<file path="config.mk">
export PLATFORM = sky130hd
export DESIGN_NAME = load_store_unit
export DESIGN_NICKNAME = d
export VERILOG_FILES = /design/src/rtl/load_store_unit.sv
export SDC_FILE = /design/constraint.sdc
export NUM_CORES = 1
export LEC_CHECK = 0
export BUFFER_PORTS_ARGS = -buffer_cell sky130_fd_sc_hd__buf_2
export CAP_MARGIN = 15
export CORE_MARGIN = 4
export CORE_UTILIZATION = 52
export CTS_CLUSTER_DIAMETER = 40
export DETAILED_ROUTE_END_ITERATION = 7
export GPL_ROUTABILITY_DRIVEN = 0
export PLACE_DENSITY = 0.9
export RECOVER_POWER = 100
export SLEW_MARGIN = 10
export SYNTH_ARGS = -nofsm -noshare
export SYNTH_HDL_FRONTEND = slang
export SYNTH_SLANG_ARGS = --single-unit
</file>
<file path="constraint.sdc">
create_clock -name clk_i -period 4.33 [get_ports clk_i]
set_input_delay 0.2165 -clock clk_i [delete_from_list [all_inputs] [get_ports clk_i]]
set_output_delay 0.2165 -clock clk_i [all_outputs]
set_load 0.01 [all_outputs]
</file>
<file path="src/rtl/load_store_unit.sv">
// Memory-access stage: one data-bus transaction per start, with byte-lane alignment and load extension.
// Optional macro LSU_MISALIGN_TRAP_EN traps misaligned H/W accesses instead of truncating the address.
module load_store_unit #(
    parameter int unsigned WIDTH          = 32,
    parameter int unsigned TIMEOUT_CYCLES = 0
) (
    input  logic             clk_i,
    input  logic             rst_ni,
    input  logic             start_i,
    input  logic             mem_read_i,
    input  logic             mem_write_i,
    input  logic [2:0]       funct3_i,
    input  logic [WIDTH-1:0] alu_out_i,
    input  logic [WIDTH-1:0] store_data_i,
    output logic             stall_o,
    output logic             done_o,
    output logic [WIDTH-1:0] load_data_o,
    output logic             err_o,
    output logic             mem_req_o,
    output logic             mem_we_o,
    output logic [WIDTH-1:0] mem_addr_o,
    output logic [WIDTH-1:0] mem_wdata_o,
    output logic [3:0]       mem_wstrb_o,
    input  logic             mem_ready_i,
    input  logic [WIDTH-1:0] mem_rdata_i
);

    typedef enum logic [1:0] {StIdle, StReq, StDone} state_e;

    localparam logic [31:0] TimeoutLast = 32'(TIMEOUT_CYCLES - 1);

    state_e           state_q, state_d;
    logic [WIDTH-1:0] addr_q, addr_d;
    logic [WIDTH-1:0] wdata_q, wdata_d;
    logic [3:0]       wstrb_q, wstrb_d;
    logic             we_q, we_d;
    logic [2:0]       f3_q, f3_d;
    logic [1:0]       off_q, off_d;
    logic [WIDTH-1:0] ld_q, ld_d;
    logic             err_q, err_d;
    logic [31:0]      tcnt_q, tcnt_d;

    logic             access;
    logic             illegal;
    logic             misalign;
    logic [WIDTH-1:0] lane_wdata;
    logic [3:0]       lane_wstrb;
    logic [7:0]       rd_byte;
    logic [15:0]      rd_half;
    logic [WIDTH-1:0] rd_ext;

    assign access  = mem_read_i | mem_write_i;
    // Stores have no unsigned variants, so any funct3[2] on a store is illegal.
    assign illegal = (funct3_i == 3'b011) || (funct3_i[2:1] == 2'b11) ||
                     (mem_write_i && funct3_i[2]);

`ifdef LSU_MISALIGN_TRAP_EN
    assign misalign = ((funct3_i[1:0] == 2'b01) && alu_out_i[0]) ||
                      ((funct3_i[1:0] == 2'b10) && (alu_out_i[1:0] != 2'b00));
`else
    assign misalign = 1'b0;
`endif

    always_comb begin
        case (funct3_i[1:0])
            2'b00: begin
                lane_wdata = {4{store_data_i[7:0]}};
                lane_wstrb = 4'b0001 << alu_out_i[1:0];
            end
            2'b01: begin
                lane_wdata = {2{store_data_i[15:0]}};
                lane_wstrb = 4'b0011 << {alu_out_i[1], 1'b0};
            end
            default: begin
                lane_wdata = store_data_i;
                lane_wstrb = 4'b1111;
            end
        endcase
    end

    always_comb begin
        case (off_q)
            2'd0:    rd_byte = mem_rdata_i[7:0];
            2'd1:    rd_byte = mem_rdata_i[15:8];
            2'd2:    rd_byte = mem_rdata_i[23:16];
            default: rd_byte = mem_rdata_i[31:24];
        endcase
        rd_half = off_q[1] ? mem_rdata_i[31:16] : mem_rdata_i[15:0];
        case (f3_q[1:0])
            2'b00:   rd_ext = {{24{~f3_q[2] & rd_byte[7]}}, rd_byte};
            2'b01:   rd_ext = {{16{~f3_q[2] & rd_half[15]}}, rd_half};
            default: rd_ext = mem_rdata_i;
        endcase
    end

    always_ff @(posedge clk_i or negedge rst_ni) begin
        if (!rst_ni) begin
            state_q <= StIdle;
            addr_q  <= '0;
            wdata_q <= '0;
            wstrb_q <= 4'b0000;
            we_q    <= 1'b0;
            f3_q    <= 3'b000;
            off_q   <= 2'b00;
            ld_q    <= '0;
            err_q   <= 1'b0;
            tcnt_q  <= '0;
        end else begin
            state_q <= state_d;
            addr_q  <= addr_d;
            wdata_q <= wdata_d;
            wstrb_q <= wstrb_d;
            we_q    <= we_d;
            f3_q    <= f3_d;
            off_q   <= off_d;
            ld_q    <= ld_d;
            err_q   <= err_d;
            tcnt_q  <= tcnt_d;
        end
    end

    always_comb begin
        state_d = state_q;
        addr_d  = addr_q;
        wdata_d = wdata_q;
        wstrb_d = wstrb_q;
        we_d    = we_q;
        f3_d    = f3_q;
        off_d   = off_q;
        ld_d    = ld_q;
        err_d   = err_q;
        tcnt_d  = tcnt_q;
        unique case (state_q)
            StIdle: begin
                if (start_i && access) begin
                    addr_d  = {alu_out_i[WIDTH-1:2], 2'b00};
                    off_d   = alu_out_i[1:0];
                    f3_d    = funct3_i;
                    we_d    = mem_write_i;
                    wdata_d = lane_wdata;
                    wstrb_d = mem_write_i ? lane_wstrb : 4'b0000;
                    ld_d    = '0;
                    tcnt_d  = '0;
                    if (illegal || misalign) begin
                        state_d = StDone;
                        err_d   = 1'b1;
                    end else begin
                        state_d = StReq;
                        err_d   = 1'b0;
                    end
                end
            end
            StReq: begin
                if (mem_ready_i) begin
                    state_d = StDone;
                    ld_d    = we_q ? '0 : rd_ext;
                end else if ((TIMEOUT_CYCLES != 0) && (tcnt_q == TimeoutLast)) begin
                    state_d = StDone;
                    err_d   = 1'b1;
                    ld_d    = '0;
                end else begin
                    tcnt_d = tcnt_q + 32'd1;
                end
            end
            StDone: state_d = StIdle;
            default: state_d = StIdle;
        endcase
    end

    always_comb begin
        stall_o     = ((state_q == StIdle) && start_i && access) || (state_q == StReq);
        done_o      = (state_q == StDone);
        err_o       = (state_q == StDone) && err_q;
        load_data_o = ld_q;
        mem_req_o   = (state_q == StReq);
        mem_we_o    = (state_q == StReq) && we_q;
        mem_addr_o  = addr_q;
        mem_wdata_o = wdata_q;
        mem_wstrb_o = (state_q == StReq) ? wstrb_q : 4'b0000;
    end

endmodule

</file>
== After elaboration in Yosys (flattened, before gate mapping) ==
Cells that the tools add are included.

* Bits in registers: 107
* Input bits: 105
* Output and inout bits: 105
* Word-level logic and storage cells: 58

* Eq/ne operators: 10
* Shift operators: 2
* Muxes and demuxes: 16
* Bitwise gates (word level): 4
* Reduce and logical (&&, ||, !) cells: 17

{| class="wikitable"
|+ Operators with widths
! cell !! number
|-
| case mux 32 bit (2 select lines) || 3
|-
| 2-to-1 mux 32 bit || 3
|-
| case mux 8 bit (3 select lines) || 1
|-
| 2-to-1 mux 16 bit || 1
|-
| == test 2 x 1 -> 1 bit, second input constant || 4
|-
| zero test 2 bit || 4
|-
| 2-to-1 mux 4 bit || 2
|-
| case mux 4 bit (2 select lines) || 1
|-
| == test 2 bit, second input constant || 3
|-
| logical AND 1 bit || 6
|-
| 2-to-1 mux 2 bit || 3
|-
| case mux 2 bit (2 select lines) || 1
|-
| AND reduction 2 bit || 2
|-
| left shift 1 x 2 -> 4 bit, first input constant || 1
|-
| left shift 2 x 2 -> 4 bit, first input constant || 1
|-
| == test 3 x 2 -> 1 bit, second input constant || 1
|-
| logical OR 1 bit || 3
|-
| AND reduction 3 bit || 1
|-
| bitwise AND 1 bit || 2
|-
| != test 2 x 1 -> 1 bit, second input constant || 1
|-
| != test 2 bit, second input constant || 1
|-
| nonzero test 2 bit || 1
|-
| 2-to-1 mux 1 bit || 1
|-
| inverter 1 bit || 1
|-
| bitwise OR 1 bit || 1
|}

== Depth between registers and ports, before layout ==
* Depth in word-level cells: 7
* Gate-level depth with buffers: 7
* Depth with buffers taken out: 5

== Worst setup path after synthesis ==
No wires, ideal clock.

* Path type: reg-to-reg
* Start: reg off_q[0]
* End: reg ld_q[16], in the netlist load_data_o[16]
* Setup time: 127 ps
* Arrival time: 1556 ps
* Required time: 4203 ps
* Slack: 2647 ps
* Stages on the path, launching flop included: 6
* Path buffers: 1
* Cell sequence: dfrtp_1 mux2_2 a22oi_4 a2111oi_4 buf_6 a221o_2

* Word-level cells in the longest chain between the ends: 7
* Elaborated cells between the ends (all ways): 9

{| class="wikitable"
|+ RTL lines
! what !! RTL line !! text
|-
| start, declared || 38 || <nowiki>logic [1:0] off_q, off_d;</nowiki>
|-
| start signal, assigned || 104 || <nowiki>off_q <= 2'b00;</nowiki>
|-
| start signal, assigned || 115 || <nowiki>off_q <= off_d;</nowiki>
|-
| == test 2 bit (tied with other cells) || 82 || <nowiki>case (off_q)</nowiki>
|-
| case mux 8 bit (3 select lines) * || 82 ||
|-
| bitwise AND 1 bit * || 90 || <nowiki>2'b00: rd_ext = {{24{~f3_q[2] & rd_byte[7]}}, rd_byte};</nowiki>
|-
| case mux 32 bit (2 select lines) * || 89 || <nowiki>case (f3_q[1:0])</nowiki>
|-
| 2-to-1 mux 32 bit * || 156 || <nowiki>ld_d = we_q ? '0 : rd_ext;</nowiki>
|-
| 2-to-1 mux 32 bit * || 154 || <nowiki>if (mem_ready_i) begin</nowiki>
|-
| case mux 32 bit (2 select lines) * || 133 || <nowiki>unique case (state_q)</nowiki>
|-
| end signal, assigned || 116 || <nowiki>ld_q <= ld_d;</nowiki>
|-
| end, declared || 39 || <nowiki>logic [WIDTH-1:0] ld_q, ld_d;</nowiki>
|}

Every way passes the cells marked *; elsewhere a longest branch is shown, timed or not. The select of a mux whose other input is x is not followed.
A chain may end at the register's enable or synchronous reset.

== Worst setup path in the final report ==
* Start: reg state_q[0]
* End: out stall_o

* Word-level cells in the longest chain between the ends: 4
* Elaborated cells between the ends (all ways): 5

{| class="wikitable"
|+ RTL lines
! what !! RTL line !! text
|-
| start, declared || 32 || <nowiki>state_e state_q, state_d;</nowiki>
|-
| start signal, assigned || 98 || <nowiki>state_q <= StIdle;</nowiki>
|-
| start signal, assigned || 109 || <nowiki>state_q <= state_d;</nowiki>
|-
| zero test 2 bit || 171 || <nowiki>stall_o = ((state_q == StIdle) && start_i && access) || (state_q == StReq);</nowiki>
|-
| logical AND 1 bit (2 in a row) || 171 ||
|-
| logical OR 1 bit * || 171 ||
|-
| end, declared || 15 || <nowiki>output logic stall_o,</nowiki>
|}

Every way passes the cells marked *; elsewhere a longest branch is shown, timed or not.

==> metrics.csv <==
metric;value;unit
Worst setup startpoint;state_q[0];
post-CTS sizing;0;
CP peak stage delay;1.38;ns
crit path DAT;2.56;ns
PwrDens;529;nW/um2
library cells used by synthesis;40;
Period Utilization, post-route;64.1;%
Lkg Pwr;0.00279;uW
Yosys top cell area share;54.1;%
count leader, synth;dfrtp_1;
critical path endpoint;stall_o;
r2r startpoint;f3_q[1];
largest net degree at the start of global routing;105;
H-tree level count;3;
Layout Skew;0.0146;ns
post-route setup TNS;0;ns
dominant cells by area after synthesis;dfrtp_1 54%, mux2_2 8.7%, mux2i_1 5.1%, o21ai_0 4.9%, mux2_1 3.6%;
clk buf depth;2;
first-pass GRT wire length;21.0;mm
Die H;106;um
R2R Path End;load_data_o[26];
highest clock rate;360;MHz
clock slew at reported path FFs;0.10;ns
hold_buf cts;0;
ys flop type;dfrtp_1;
Hold WS;0.0738;ns
Port Buf Inserts;207;
MaxCap Viol Count;3;
number of buffers created by CTS;9;
DP HPWL;9.57;mm
Iteration-0 DRC Markers;271;
CP Launch Type;flop;
Post-Synthesis Cells;432;
Slew HR;-27.6;%
Final Setup Violations;0;
Worst Setup Path Type;flop to output port;
Fin. Hold Viols;0;
reg2reg path depth;3;
worst slew pin tran;1.91;ns
GRT Total Usage;23.5;%
fin nets;726;
Slew Limit Fails;215;
r2r setup slk;1.78;ns
Clock Latency Late Sink;0.36;ns
highest-delay cell along the critical path;or3_2;
VDD IR max;0.415;mV
Cell Chain, Critical Path;or3_2 > nand2_1 > clkbuf_1;
vias;4134;
row count;35;
most frequent cells after synthesis;107 x dfrtp_1, 48 x o21ai_0, 38 x mux2_2, 36 x nand2_1, 30 x nor2_1;
DRT Pass-1 Iters;4;
Crit path required time;4.11;ns
initial antenna violation count;0;
vias in the first global route;4243;
ant diodes;0;
Hold WC Path Type;input pin to flop;
io pins;210;
Ys Warns;0;
Core ar.;9240;um2
cell taking the most area after synthesis;dfrtp_1;
Syn Std Cell Area;4950;um2
Starting Density;53.5;%
overall power;3230;uW
RSZ-0062 raised after global routing;false;
CP endpoint kind;output port;
fin util;66.0;%
drt via density;5.48;
DRC;0;
CTS tree;built;
Post-synth EDFFs;0;
Clock Sinks;107;
CP max FO;104;
syn_area_per_cell;11.4;um2
P&R area growth vs syn;23.3;%
post-CTS setup buffers;0;
gr ovfl total;0;
ys async rst share;100;%
DR WL/cell;17.2;um
outcome;finished, violations left;
violated checks;max-capacitance violations, max-slew violations;
DRT Wirelength;13.0;mm
Die Width;106;um
die area;11100;um2
layout cell share with drive strength beyond 1;27.6;%
Root Driver;clkbuf_8;
sequential area share after synthesis;54.1;%
ANT nets after route;0;
Tmin final;2.77;ns
Yosys reg bits;107;
[registers in the layout, indices dropped and copies added, names as in the netlist]
name / count
f3_q: 3
mem_wdata_o: 32
mem_addr_o: 30
we_q: 1
wstrb_q: 4
load_data_o: 32
off_q: 2
state_q: 2
err_q: 1
[layout by cell type, fill, tap and decap left out, types with 3 or more instances in the layout]
cell type / n
a221o_1: 6
and2_1: 6
clkinv_1: 3
nor2_1: 30
o21a_1: 7
nor3_1: 6
mux2_2: 38
a32o_1: 8
nand2_1: 36
a22o_1: 3
mux2i_1: 25
nand2b_1: 9
o21ai_0: 48
clkinv_4: 3
clkbuf_1: 104
mux2_1: 16
dfrtp_1: 107
a221o_2: 10
buf_2: 103
clkbuf_8: 9
a21oi_1: 21
[layer usage]
| metal | track usage (%) | wire (um) |
|---|---|---|
| met5 | 0 | 0 |
| met1 | 27.7 | 4950 |
| met2 | 42.0 | 6740 |
| met4 | 6.29 | 218 |
| met3 | 6.92 | 1090 |
[worst max-delay path: cells and delay by family (launching register included)]
family / cells / cell delay [ns]
simple gates: 2 / 1.51
flops: 1 / 0.48
buf+inv: 1 / 0.20
[power by group]
part | total (uW) | switching (uW) | internal, uW
clock | 693 | 356 | 337
sequential | 1500 | 219 | 1280
combinational | 1030 | 594 | 438
[final cells by class]
class	count	area, um2
well taps	129	161
flip-flops and latches	107	2680
inverters	4	15.0
clock buffers	9	124
repair buffers	209	918
multi-input cells	290	2090
clock inverters	7	109
fillers	761	3140
[through the flow]
step / area (um2) / std cells / setup slack, ns
final: 6100 / 755 / 1.56
after global routing: 6100 / 755 / 0.990
after CTS: 6240 / 755 / 1.86
after detailed placement: 6000 / 739 / 1.87
after global placement: 6000 / 739 / 2.00
after floorplan: 4950 / 433 / 2.65
[worst min path at each step]
stage / start / cells past startpoint / endpoint
floorplan: rst_ni / 0 / err_q
global route: alu_out_i[17] / 2 / mem_addr_o[17]
detailed placement: alu_out_i[29] / 2 / mem_addr_o[29]
finish: alu_out_i[19] / 2 / mem_addr_o[19]
global placement: rst_ni / 1 / load_data_o[27]
CTS: rst_ni / 1 / mem_wdata_o[7]
[kinds of logic (layout without fill, tap and decap cells)]
family,count (synthesis),after routing,synth area share [%]
buffers and inverters,36,229,3.64
DFF,107,107,54.1
other,1,2,0.0758
AOI/OAI and AO/OA,112,112,15.8
and+or+nand+nor,97,97,8.98
muxes,79,79,17.4
No activity file was read; power rests on OpenSTA's default activity.
